`src/rtl/fetch_stage_pkg.sv`:
```
// Shared types and constants for the instruction-fetch stage and its pipeline register.
package fetch_stage_pkg;

   localparam int XLEN = 32;

   // IF/ID register control from the hazard detector
   typedef enum logic [1:0] {
      GO    = 2'b00,
      HOLD  = 2'b01,
      FLUSH = 2'b10
   } if_id_ctrl_e;

   // DLX NOP, shared with the ID/EX flush logic
   localparam logic [XLEN-1:0] NOP = 32'h5400_0000;

   // Fetch FSM: REQ issues fetches, DRAIN waits out a request abandoned by a redirect
   typedef enum logic {
      FS_REQ   = 1'b0,
      FS_DRAIN = 1'b1
   } fetch_state_e;

   // Force an address onto a word boundary
   function automatic logic [XLEN-1:0] word_align(input logic [XLEN-1:0] a);
      return a & ~(XLEN'(3));
   endfunction

endpackage

```
`src/rtl/fetch_stage_if.sv`:
```
// Instruction-memory request/response bus between the fetch stage and memory.
interface fetch_stage_if
   import fetch_stage_pkg::*;
   ();
   logic            imem_req;
   logic [XLEN-1:0] imem_addr;
   logic            imem_ready;
   logic [XLEN-1:0] imem_rdata;

   modport master (output imem_req, output imem_addr, input imem_ready, input imem_rdata);
   modport slave  (input imem_req, input imem_addr, output imem_ready, output imem_rdata);
endinterface

```
`src/rtl/fetch_stage_if_id_reg.sv`:
```
// GO/HOLD/FLUSH pipeline register carrying instruction, PC+4 and valid.
module if_id_reg
   import fetch_stage_pkg::*;
#(
   parameter int DATA_W = XLEN
) (
   input  logic              clk,
   input  logic              rst,
   input  logic [1:0]        ctrl,
   input  logic [DATA_W-1:0] d_instr,
   input  logic [DATA_W-1:0] d_pc4,
   input  logic              d_valid,
   output logic [DATA_W-1:0] q_instr,
   output logic [DATA_W-1:0] q_pc4,
   output logic              q_valid
);

   // GO loads, FLUSH inserts a bubble, anything else holds
   always_ff @(posedge clk or posedge rst) begin
      if (rst) begin
         q_valid <= 1'b0;
         q_instr <= DATA_W'(NOP);
         q_pc4   <= '0;
      end else begin
         case (ctrl)
            GO: begin
               q_valid <= d_valid;
               q_instr <= d_instr;
               q_pc4   <= d_pc4;
            end
            FLUSH: begin
               q_valid <= 1'b0;
               q_instr <= DATA_W'(NOP);
               q_pc4   <= '0;
            end
            default: ;
         endcase
      end
   end

endmodule

```
`src/rtl/fetch_stage.sv`:
```
// Instruction-fetch stage: PC, memory handshake, one-word holding buffer, IF/ID register.
module fetch_stage
   import fetch_stage_pkg::*;
#(
   parameter int              DATA_W   = XLEN,
   parameter logic [XLEN-1:0] RESET_PC = 32'h0000_0000
) (
   input  logic              clk,
   input  logic              rst,
   input  logic              pc_enable,
   input  logic [1:0]        if_id_ctrl,
   input  logic              redirect_valid,
   input  logic [XLEN-1:0]   redirect_pc,
   fetch_stage_if.master     imem,
   output logic [XLEN-1:0]   id_instr,
   output logic [XLEN-1:0]   id_pc4,
   output logic              id_valid
);

   fetch_state_e    state, state_nxt;
   logic [XLEN-1:0] pc, pc4, pc_nxt, req_addr;
   logic            hb_valid;
   logic [XLEN-1:0] hb_instr, hb_pc4;
   logic            req_pending, adv, mem_word, word_avail, buf_store;
   logic [XLEN-1:0] word_instr, word_pc4;
   logic [1:0]      reg_ctrl;
   logic [XLEN-1:0] d_instr, d_pc4;
   logic            d_valid;

   assign pc4        = pc + XLEN'(4);
   assign adv        = pc_enable && (if_id_ctrl == GO) && !redirect_valid;
   // Memory data only counts when it answers a live REQ-state fetch
   assign mem_word   = (state == FS_REQ) && !hb_valid && imem.imem_ready;
   assign word_avail = hb_valid || mem_word;
   assign word_instr = hb_valid ? hb_instr : imem.imem_rdata;
   assign word_pc4   = hb_valid ? hb_pc4 : pc4;
   assign buf_store  = mem_word && !adv && !redirect_valid;
   assign pc_nxt     = redirect_valid ? word_align(redirect_pc) :
                       (adv && word_avail) ? pc4 : pc;

   assign imem.imem_req  = req_pending && !rst;
   assign imem.imem_addr = req_addr;

   // FSM state register
   always_ff @(posedge clk or posedge rst) begin
      if (rst) state <= FS_REQ;
      else     state <= state_nxt;
   end

   // FSM next state and request strobe
   always_comb begin
      state_nxt   = state;
      req_pending = 1'b0;
      case (state)
         FS_REQ: begin
            req_pending = !hb_valid;
            if (redirect_valid && req_pending && !imem.imem_ready) state_nxt = FS_DRAIN;
         end
         FS_DRAIN: begin
            req_pending = 1'b1;
            if (imem.imem_ready) state_nxt = FS_REQ;
         end
         default: state_nxt = FS_REQ;
      endcase
   end

   // PC, fetch address and buffer occupancy; the address freezes while a request waits
   always_ff @(posedge clk or posedge rst) begin
      if (rst) begin
         pc       <= RESET_PC;
         req_addr <= RESET_PC;
         hb_valid <= 1'b0;
      end else begin
         pc <= pc_nxt;
         if (!(req_pending && !imem.imem_ready)) req_addr <= pc_nxt;
         if (redirect_valid)          hb_valid <= 1'b0;
         else if (hb_valid && adv)    hb_valid <= 1'b0;
         else if (buf_store)          hb_valid <= 1'b1;
      end
   end

   // Holding-buffer payload for a word that arrived while decode was stalled
   always_ff @(posedge clk) begin
      if (buf_store) begin
         hb_instr <= imem.imem_rdata;
         hb_pc4   <= pc4;
      end
   end

   // IF/ID control: redirect or flush bubbles, stall holds, advance loads word or bubble
   always_comb begin
      reg_ctrl = HOLD;
      d_instr  = NOP;
      d_pc4    = '0;
      d_valid  = 1'b0;
      if (redirect_valid || if_id_ctrl == FLUSH) begin
         reg_ctrl = FLUSH;
      end else if (adv) begin
         reg_ctrl = GO;
         if (word_avail) begin
            d_instr = word_instr;
            d_pc4   = word_pc4;
            d_valid = 1'b1;
         end
      end
   end

   if_id_reg #(.DATA_W(XLEN)) u_if_id (
      .clk     (clk),
      .rst     (rst),
      .ctrl    (reg_ctrl),
      .d_instr (d_instr),
      .d_pc4   (d_pc4),
      .d_valid (d_valid),
      .q_instr (id_instr),
      .q_pc4   (id_pc4),
      .q_valid (id_valid)
   );

endmodule

```
`src/flat_wrapper.sv`:
```
// flat-port wrapper written by rule: the top's interface ports become plain ports
module fetch_stage_flat import fetch_stage_pkg::*;
#(
   parameter int              DATA_W   = XLEN,
   parameter logic [XLEN-1:0] RESET_PC = 32'h0000_0000
)
  (clk, rst, pc_enable, if_id_ctrl, redirect_valid, redirect_pc, id_instr, id_pc4, id_valid, imem_imem_req, imem_imem_addr, imem_imem_ready, imem_imem_rdata);
  fetch_stage_if imem_i ();
  input  logic clk;
  input  logic rst;
  input  logic pc_enable;
  input  logic [1:0] if_id_ctrl;
  input  logic redirect_valid;
  input  logic [XLEN-1:0] redirect_pc;
  output logic [XLEN-1:0] id_instr;
  output logic [XLEN-1:0] id_pc4;
  output logic id_valid;
  output wire logic [$bits(imem_i.imem_req)-1:0] imem_imem_req;
  output wire logic [$bits(imem_i.imem_addr)-1:0] imem_imem_addr;
  input wire logic [$bits(imem_i.imem_ready)-1:0] imem_imem_ready;
  input wire logic [$bits(imem_i.imem_rdata)-1:0] imem_imem_rdata;
  assign imem_imem_req = imem_i.imem_req;
  assign imem_imem_addr = imem_i.imem_addr;
  assign imem_i.imem_ready = imem_imem_ready;
  assign imem_i.imem_rdata = imem_imem_rdata;
  fetch_stage #(.DATA_W(DATA_W), .RESET_PC(RESET_PC)) u_core (.clk(clk), .rst(rst), .pc_enable(pc_enable), .if_id_ctrl(if_id_ctrl), .redirect_valid(redirect_valid), .redirect_pc(redirect_pc), .imem(imem_i), .id_instr(id_instr), .id_pc4(id_pc4), .id_valid(id_valid));
endmodule
```
`config.mk`:
```
export PLATFORM = sky130hd
export DESIGN_NAME = fetch_stage_flat
export DESIGN_NICKNAME = d
export VERILOG_FILES = /design/src/rtl/fetch_stage_pkg.sv /design/src/rtl/fetch_stage_if.sv /design/src/rtl/fetch_stage_if_id_reg.sv /design/src/rtl/fetch_stage.sv /design/src/flat_wrapper.sv
export SDC_FILE = /design/constraint.sdc
export NUM_CORES = 1
export LEC_CHECK = 0
export ABC_AREA = 1
export ABC_CLOCK_PERIOD_IN_PS = 6100
export BUFFER_PORTS_ARGS = -buffer_cell sky130_fd_sc_hd__buf_2
export CORE_MARGIN = 2
export CORE_UTILIZATION = 55
export DETAILED_ROUTE_END_ITERATION = 12
export GPL_ROUTABILITY_DRIVEN = 1
export MAX_ROUTING_LAYER = met4
export PLACE_DENSITY_LB_ADDON = 0.15
export SYNTH_ARGS = -nofsm -noshare
export SYNTH_HDL_FRONTEND = slang
export SYNTH_SLANG_ARGS = --single-unit
```
`constraint.sdc`:
```
create_clock -name clk -period 6.1 [get_ports clk]
set_clock_uncertainty 0.2 [all_clocks]
set_input_delay 0.61 -clock clk [delete_from_list [all_inputs] [get_ports clk]]
set_output_delay 0.61 -clock clk [all_outputs]
set_load 0.03 [all_outputs]
```
Word level (Yosys, flattened, before mapping)
Cells that the tools add are included.
W data, S select, Z words.
Operators by class
  muxes and demuxes: 25
  add/sub/neg operators: 1
  reduce and logical (&&, ||, !) cells: 23
  bitwise gates (word level): 1
  equality and inequality tests: 2
Operators by type and width (number)
  $mux W32: 10
  $pmux W32 S2: 2
  $add A32 B3 Y32 const B: 1
  $logic_and A1 B1 Y1: 12
  $mux W1: 9
  $pmux W1 S2: 3
  $logic_not A1 Y1: 5
  $eq A2 B2 Y1 const B: 2
  $logic_not A2 Y1: 2
  $reduce_bool A3 Y1: 1
  $logic_or A1 B1 Y1: 2
  $mux W2: 1
  $reduce_bool A2 Y1: 1
  $not A1 Y1: 1
Storage, ports and cells
  register bits: 195
  input port bits: 71
  logic and storage cells: 61
  output and inout port bits: 98

Logic depth before layout (Yosys ltp)
Gate-level depths: netlist of the first run.
  depth in word-level cells: 9
  gate-level depth with buffers: 12
  mapped depth without buffers: 12

Hierarchy
A second synthesis of the first run with hierarchy kept.
Unflattened totals
  cell total of the unflattened synthesis: 1087
  area total of the unflattened synthesis: 9032.4 sq um
By module, submodules not included
  fetch_stage: times used 1, area an instance 6573.8 sq um, cells an instance 810
  if_id_reg: times used 1, area an instance 2458.6 sq um, cells an instance 277

Worst setup path after synthesis of the first run
Ideal clock, no wire load.
  kind: flip-flop to flip-flop
  start: register u_core.hb_valid
  end: register u_core.hb_instr[0] (enable)
  path slack: 1638 ps
  stages on the path, launching flop included: 7
  data required time: 5414 ps
  arrival time: 3776 ps
  cells stage by stage: dfrtp_1 buf_4 inv_1 buf_2 clkbuf_1 nand3_1 nor2_1
Between the ends
  longest elaborated chain between the ends: 5
Ends and longest elaborated chain
  from (decl): RTL line fetch_stage.sv:22  | logic hb_valid;
  from (signal assigned): RTL line fetch_stage.sv:72  | hb_valid <= 1'b0;
  from (signal assigned): RTL line fetch_stage.sv:76  | if (redirect_valid) hb_valid <= 1'b0;
  from (signal assigned): RTL line fetch_stage.sv:77  | else if (hb_valid && adv) hb_valid <= 1'b0;
  $logic_not A1 Y1: RTL line fetch_stage.sv:33  | assign mem_word = (state == FS_REQ) && !hb_valid && imem.imem_ready;
  $logic_and A1 B1 Y1 (2 in series): RTL line fetch_stage.sv:33
  $logic_and A1 B1 Y1 (2 in series): RTL line fetch_stage.sv:37  | assign buf_store = mem_word && !adv && !redirect_valid;
  via u_core.buf_store: RTL line fetch_stage.sv:24  | logic req_pending, adv, mem_word, word_avail, buf_store;
  to (signal assigned): RTL line fetch_stage.sv:85  | hb_instr <= imem.imem_rdata;
  to (decl): RTL line fetch_stage.sv:23  | logic [XLEN-1:0] hb_instr, hb_pc4;
The timed path passes the listed nets, and every way through them passes these cells.
A chain may end at the register's enable or synchronous reset.

Worst setup path after layout of the first run
  start: register u_core.hb_valid
  end: register u_core.hb_instr[20] (enable)
Same word-level chain as after synthesis.

==> results.yml, run 1 <==
cells_and_area:
  num-fill-cells: 1219
  drive_gt1_share_pct: 22.8
  stdcell_count: 1228
  multi_input_area_um2: 2950
  diodes: 0
  final_common_cell: "nand2_1"
  final_cell_mix: "264 x nand2_1, 166 x buf_2, 127 x dfrtp_1"
  syn_to_final_growth_pct: 18.2
  register_area_um2: 5200
  fin_nets: 1099
cts:
  clock_latency_ns: 0.42
  htree_num_levels: 4
  path_clk_slew_ns: 0.07
  cts_num_sinks: 195
  cts_resized: 0
  cts_setup_buffers: 0
  cts_tree: "yes"
  cts_made_buffers: 17
  ctsHoldBuffers: 0
  clockBufferDepth: 2
  cts_root_buffer: "clkbuf_16"
synth:
  syn-num-nets: 948
  yosysSeqAreaShare_pct: 61.4
  synth_area_per_cell_um2: 9.68
  synth_area_um2: 8480
  postSynthCellCount: 876
  yosys.cell_types.count: 34
  ys_seq_elements: 195
  ys_warn_count: 0
die:
  die_area_um2: 16400
  fp-row-count: 45
  fp.dieH_um: 128
  die_w_um: 128
  io_pins: 169
  start_util_pct: 56.0
  core_area_um2: 15100
placement:
  placedCellCount: 1196
  place_congestion: 0.860
  port_buffers: 166
  dpl.hpwl_um: 13100
global_route:
  grt_max_degree: 70
  track_usage_pct: 26.4
  grt_pass1_wl_um: 32600
  antenna_found_initial: 0
  grt_overflow_total: 0
  grt_pass1_vias: 6395
route:
  wl_per_cell_um: 16.2
  first_pass_iters: 5
  drc: 0
  drt_iter0_drc: 600
  vias: 6572
  avgViaCountPerCell: 5.35
  routed_wirelength_um: 19900
  final_antenna_net_count: 0
timing:
  worst_pin_slew_ns: 1.16
  relSlewSlack_pct: 22.5
  period_share_pct: 55.0
  min_period_ns: 3.36
  rsz0062_at_grt: "false"
  setup_violations: 0
  tns_ns: 0
  drv_slew: 0
  holdWs_ns: 0.0666
  hold_viol_final: 0
  timing.fmax_mhz: 298
setup_path:
  cp_num_cells: 4
  slowest_stage: "inv_1"
  path_max_fanout: 39
  slowest_delay_ns: 0.78
  cp.arrival_ns: 3.22
  cp-start-kind: "flop"
  reg2reg_depth: 4
  crit_chain: "inv_1 > nand3_1 > nor2_4 > buf_4"
  crit_type: "flop to flop"
  end_kind: "flop"
  critPathTopFamily: "buffers and inverters"
  crit_required_ns: 5.96
  worstPathBufferInverterCount: 2
job:
  maxCapViolations: 0
power_and_ir_drop:
  vdd_drop_max_mv: 0.202
  p_total_w: 0.00303
  p_leak_nw: 4.70
  p_per_area_nw_per_um2: 302
min_path:
  min_path_type: "primary input to asynchronous set/reset pin"
outcome:
  outcome: "complete, no violations"
final timing paths:
| check | from | endpoint | slack, ns |
|---|---|---|---|
| max | u_core.hb_valid | u_core.hb_instr[20] | 2.74 |
| min | rst | u_core.u_if_id.q_valid | 0.07 |
| max reg2reg | u_core.hb_valid | u_core.hb_instr[20] | 2.74 |
| min reg2reg | u_core.pc[0] | u_core.hb_pc4[0] | 0.25 |
| max in group asynchronous | rst | u_core.imem.imem_addr[1] | 4.34 |
| min in group clk | imem_imem_rdata[9] | u_core.hb_instr[9] | 0.18 |
logic make-up after synthesis:
kind of cell	after synthesis	share of synthesized area, %
AO/OA/AOI/OAI	167	10.3
XOR/XNOR	14	1.80
adder cells (fa/ha/maj)	1	0.148
buffers and inverters	82	3.98
flip-flops	195	61.4
multiplexers	30	3.54
AND/OR/NAND/NOR	387	18.8
per-layer routing:
metal  global-route usage, %  vias up  routed length [um]
met5                       -        -                   0
met4                    7.43        0                 321
met3                    4.59       24                1080
met2                    40.6      238                9220
met1                    36.6     3111                9260
li1                        -     3199                   -
sequential cells by signal, summed over array words and instances (netlist names):
register                count
u_core.hb_instr            32
u_core.state                1
u_core.hb_valid             1
u_core.u_if_id.q_valid      1
u_core.hb_pc4              32
u_core.pc                  32
u_core.u_if_id.q_instr     32
u_core.u_if_id.q_pc4       32
u_core.imem.imem_addr      32
worst register-to-register path, delay by kind of cell (launching register included):
family | cells | cell delay, ns
buf+inv | 2 | 1.35
flops | 1 | 0.40
simple gates | 2 | 1.03
through the flow:
stage | area (um^2) | worst slack [ns] | util [%]
CTS | 10000 | 2.72 | 66.2
detailed placement | 9430 | 2.74 | 62.3
global route | 10000 | 2.42 | 66.2
global placement | 9430 | 2.78 | 62.3
finish | 10000 | 2.74 | 66.2
floorplan | 8480 | 1.64 | -
Yosys cell counts (all sizes together):
| master | n | area [um^2] |
|---|---|---|
| nand2 | 270 | 1030 |
| o21ai | 131 | 656 |
| dfrtp | 128 | 3200 |
| nor2 | 88 | 407 |
| edfxtp | 64 | 1920 |
| inv | 41 | 154 |
| mux2i | 30 | 300 |
| nand3 | 24 | 125 |
| buf | 21 | 109 |
| clkbuf | 20 | 75.1 |
| a21oi | 18 | 97.6 |
| a31oi | 15 | 93.8 |
| xor2 | 10 | 118 |
| and2 | 4 | 25.0 |
| xnor2 | 4 | 35.0 |
| dfstp | 3 | 78.8 |
| o211ai | 2 | 20.0 |
| ha | 1 | 12.5 |
| nand4 | 1 | 6.26 |
| o21a | 1 | 7.51 |
layout make-up:
cell class	count	area share, %
clock buffers	17	4.25
clock inverters	15	1.60
well taps	188	2.35
inverters	41	1.59
repair buffers	173	8.82
multi-input cells	599	29.5
flip-flops and latches	195	51.9
where the power goes:
| group | switching, W | leakage [nW] | internal [W] |
|---|---|---|---|
| Combinational | 0.000305 | 2.18 | 0.000123 |
| Sequential | 0.0000497 | 2.24 | 0.00144 |
| Clock | 0.000498 | 0.279 | 0.000608 |
Note: power is estimated with default switching activity, not from simulation.
==> run 2: changes to the inputs <==
- ABC_AREA: 1 -> 0
- ABC_CLOCK_PERIOD_IN_PS: 6100 -> 3300
- clock period: 6.1 -> 3.3 ns (I/O delays scaled with it)
==> run 2 against run 1 <==
Critical path depth is 2 higher. Sequential power is 87% higher. Synthesized cell count is 20% lower. Sequential cell count stayed put. Combinational power is 89% higher. Non-clock buffer count is 70 higher. Synthesized area is 0.55% higher. Via count is 4.6% lower. Critical endpoint is now u_core.imem.imem_addr[27].
==> results.yml, run 2 <==
setup_path:
  path_max_fanout: 7
  crit_end: "u_core.imem.imem_addr[27]"
  cp_num_cells: 6
  crit_type: "flop to flop"
  r2r_slack_ns: 0.72
  critPathTopFamily: "simple AND/OR/NAND/NOR gates"
  crit_required_ns: 3.42
  end_kind: "flop"
  cp.arrival_ns: 2.70
  cp-start-kind: "flop"
  worstPathBufferInverterCount: 0
  r2r_end: "u_core.imem.imem_addr[27]"
  reg2reg_depth: 6
  crit_start: "u_core.pc[2]"
  reg2reg_from: "u_core.pc[2]"
  crit_chain: "nand3_1 > nor4_4 > nand4_1 > nand2b_1 > xnor2_1 > a221o_1"
  slowest_delay_ns: 0.48
  slowest_stage: "dfrtp_1"
synth:
  postSynthCellCount: 697
  synth_top_area_cell: "dfrtp_1"
  synth_top_area_share_pct: 37.6
  synth-async-reset-ratio_pct: 67.2
  synth_edf_count: 64
  syn-num-nets: 769
  synthFlopType: "dfrtp_1"
  ys_warn_count: 0
  synthTopCellsByCount: "128 x dfrtp_1, 88 x nand2_1, 64 x edfxtp_1"
  yosysSeqAreaShare_pct: 61.0
  synthTopCellsByArea: "dfrtp_1 38%, edfxtp_1 23%, mux2i_1 4.8%"
  synth_area_um2: 8520
  ys_seq_elements: 195
  synth_area_per_cell_um2: 12.2
  yosysMostFrequentCell: "dfrtp_1"
  yosys.cell_types.count: 49
timing:
  period_share_pct: 78.3
  rsz0062_at_grt: "false"
  hold_viol_final: 0
  timing.fmax_mhz: 387
  setup_violations: 0
  min_period_ns: 2.58
  relSlewSlack_pct: 38.8
  holdWs_ns: 0.0202
  drv_slew: 0
  worst_pin_slew_ns: 0.918
global_route:
  antenna_found_initial: 0
  track_usage_pct: 26.2
  grt_overflow_total: 0
  grt_pass1_vias: 6344
  grt_max_degree: 132
  grt_pass1_wl_um: 32700
route:
  drt_iter0_drc: 442
  drc: 0
  final_antenna_net_count: 0
  vias: 6271
  avgViaCountPerCell: 5.61
  routed_wirelength_um: 20500
  wl_per_cell_um: 18.3
  first_pass_iters: 5
placement:
  dpl.hpwl_um: 13300
  placed_area_um2: 9580
  port_buffers: 166
  place_congestion: 0.879
cts:
  path_clk_slew_ns: 0.07
  cts_num_sinks: 195
  clock_latency_ns: 0.43
  cts_root_buffer: "clkbuf_16"
  clockBufferDepth: 2
  cts_setup_buffers: 0
  cts_made_buffers: 17
  cts_tree: "yes"
  htree_num_levels: 4
job:
  maxCapViolations: 0
die:
  die_w_um: 128
  fp.dieH_um: 128
  die_area_um2: 16500
  fp-row-count: 45
  io_pins: 169
  start_util_pct: 56.3
  core_area_um2: 15100
cells_and_area:
  syn_to_final_growth_pct: 26.0
  final_common_cell: "buf_2"
  final_cell_mix: "166 x buf_2, 127 x dfrtp_1, 88 x nand2_1"
  fin_nets: 988
  num-fill-cells: 1075
  register_area_um2: 5210
  multi_input_area_um2: 3150
  diodes: 0
  drive_gt1_share_pct: 27.1
  fin_area_um2: 10700
outcome:
  outcome: "complete, no violations"
power_and_ir_drop:
  p_leak_nw: 4.89
  p_per_area_nw_per_um2: 510
  vdd_drop_max_mv: 0.378
min_path:
  min_path_type: "primary input to flop"
## run 2: cell count changes in the layout (fill, tap and decap cells not counted), moves of 29 or more
cell	previous run	this run
dlygate4sd3_1	0	63
o21ai_0	108	47
xnor2_1	4	33
nand2_1	264	88
mux2_2	0	30
inv_1	38	4
nor2_1	76	39
## run 2: tightest hold or removal path, delay by kind of cell
| kind | cells | cell delay [ns] |
|---|---|---|
| buffers and inverters | 1 | 0.11 |
| AND/OR/NAND/NOR | 2 | 0.16 |
## run 2: worst min-delay path by stage
stage | startpoint | end | slack (ns) | depth (start not counted)
3_5_place_dp | u_core.hb_pc4[15] | u_core.u_if_id.q_pc4[15] | 0.26 | 2
2_1_floorplan | imem_imem_rdata[0] | u_core.hb_instr[0] | 0.23 | 0
4_1_cts | if_id_ctrl[1] | u_core.hb_valid | 0.01 | 3
5_1_grt | if_id_ctrl[1] | u_core.hb_valid | 0.04 | 3
6_report | if_id_ctrl[1] | u_core.hb_valid | 0.02 | 3
3_3_place_gp | u_core.imem.imem_addr[2] | u_core.imem.imem_addr[2] | 0.25 | 2
## run 2: power by group
group	switching (W)	total, W	internal (W)
clock network	0.000836	0.00189	0.00105
registers	0.000117	0.00278	0.00266
logic	0.000492	0.000809	0.000317
## run 2: final cells by class
type	count	share of cell area, %
clock buffer	25	4.33
clock inverter	7	0.594
inverter	5	0.210
multi-input combinational	454	29.4
sequential	195	48.5
tap	188	2.19
timing repair buffer	243	14.8
## run 2: per-stage QoR
step / worst slack [ns] / util (%) / instances / power, W / TNS (ns)
global route: 0.564 / 70.9 / 1117 / 0.00568 / 0
CTS: 0.758 / 70.9 / 1117 / 0.00551 / 0
global placement: 0.663 / 63.2 / 1022 / 0.00355 / 0
floorplan: -0.318 / - / 697 / 0.00332 / -20.37
detailed placement: 0.659 / 63.2 / 1022 / 0.00357 / 0
finish: 0.717 / 70.9 / 1117 / 0.00548 / 0
## run 2: repair_timing
item / 4_1_cts / 5_1_grt
hold buffers: 63 / 0
endpoints found under the setup margin: 0 / 0
gates resized for setup: 0 / 0
hold endpoints to repair: 190 / 0
## run 2: cells by family after synthesis
logic type | synth area share, %
xor+xnor | 5.75
flops | 61.0
buf+inv | 2.23
compound gates | 9.47
simple gates | 12.6
mux | 8.78
fa+ha+maj | 0.147
## run 2: routing by layer
| metal | part of all wire [%] | wire [um] | vias to the layer above | GRT usage [%] |
|---|---|---|---|---|
| li1 | - | - | 2941 | - |
| met1 | 46 | 9510 | 3099 | 36.3 |
| met2 | 47 | 9680 | 206 | 40.8 |
| met3 | 5.1 | 1040 | 25 | 4.53 |
| met4 | 1.2 | 244 | 0 | 6.84 |
| met5 | 0 | 0 | - | - |
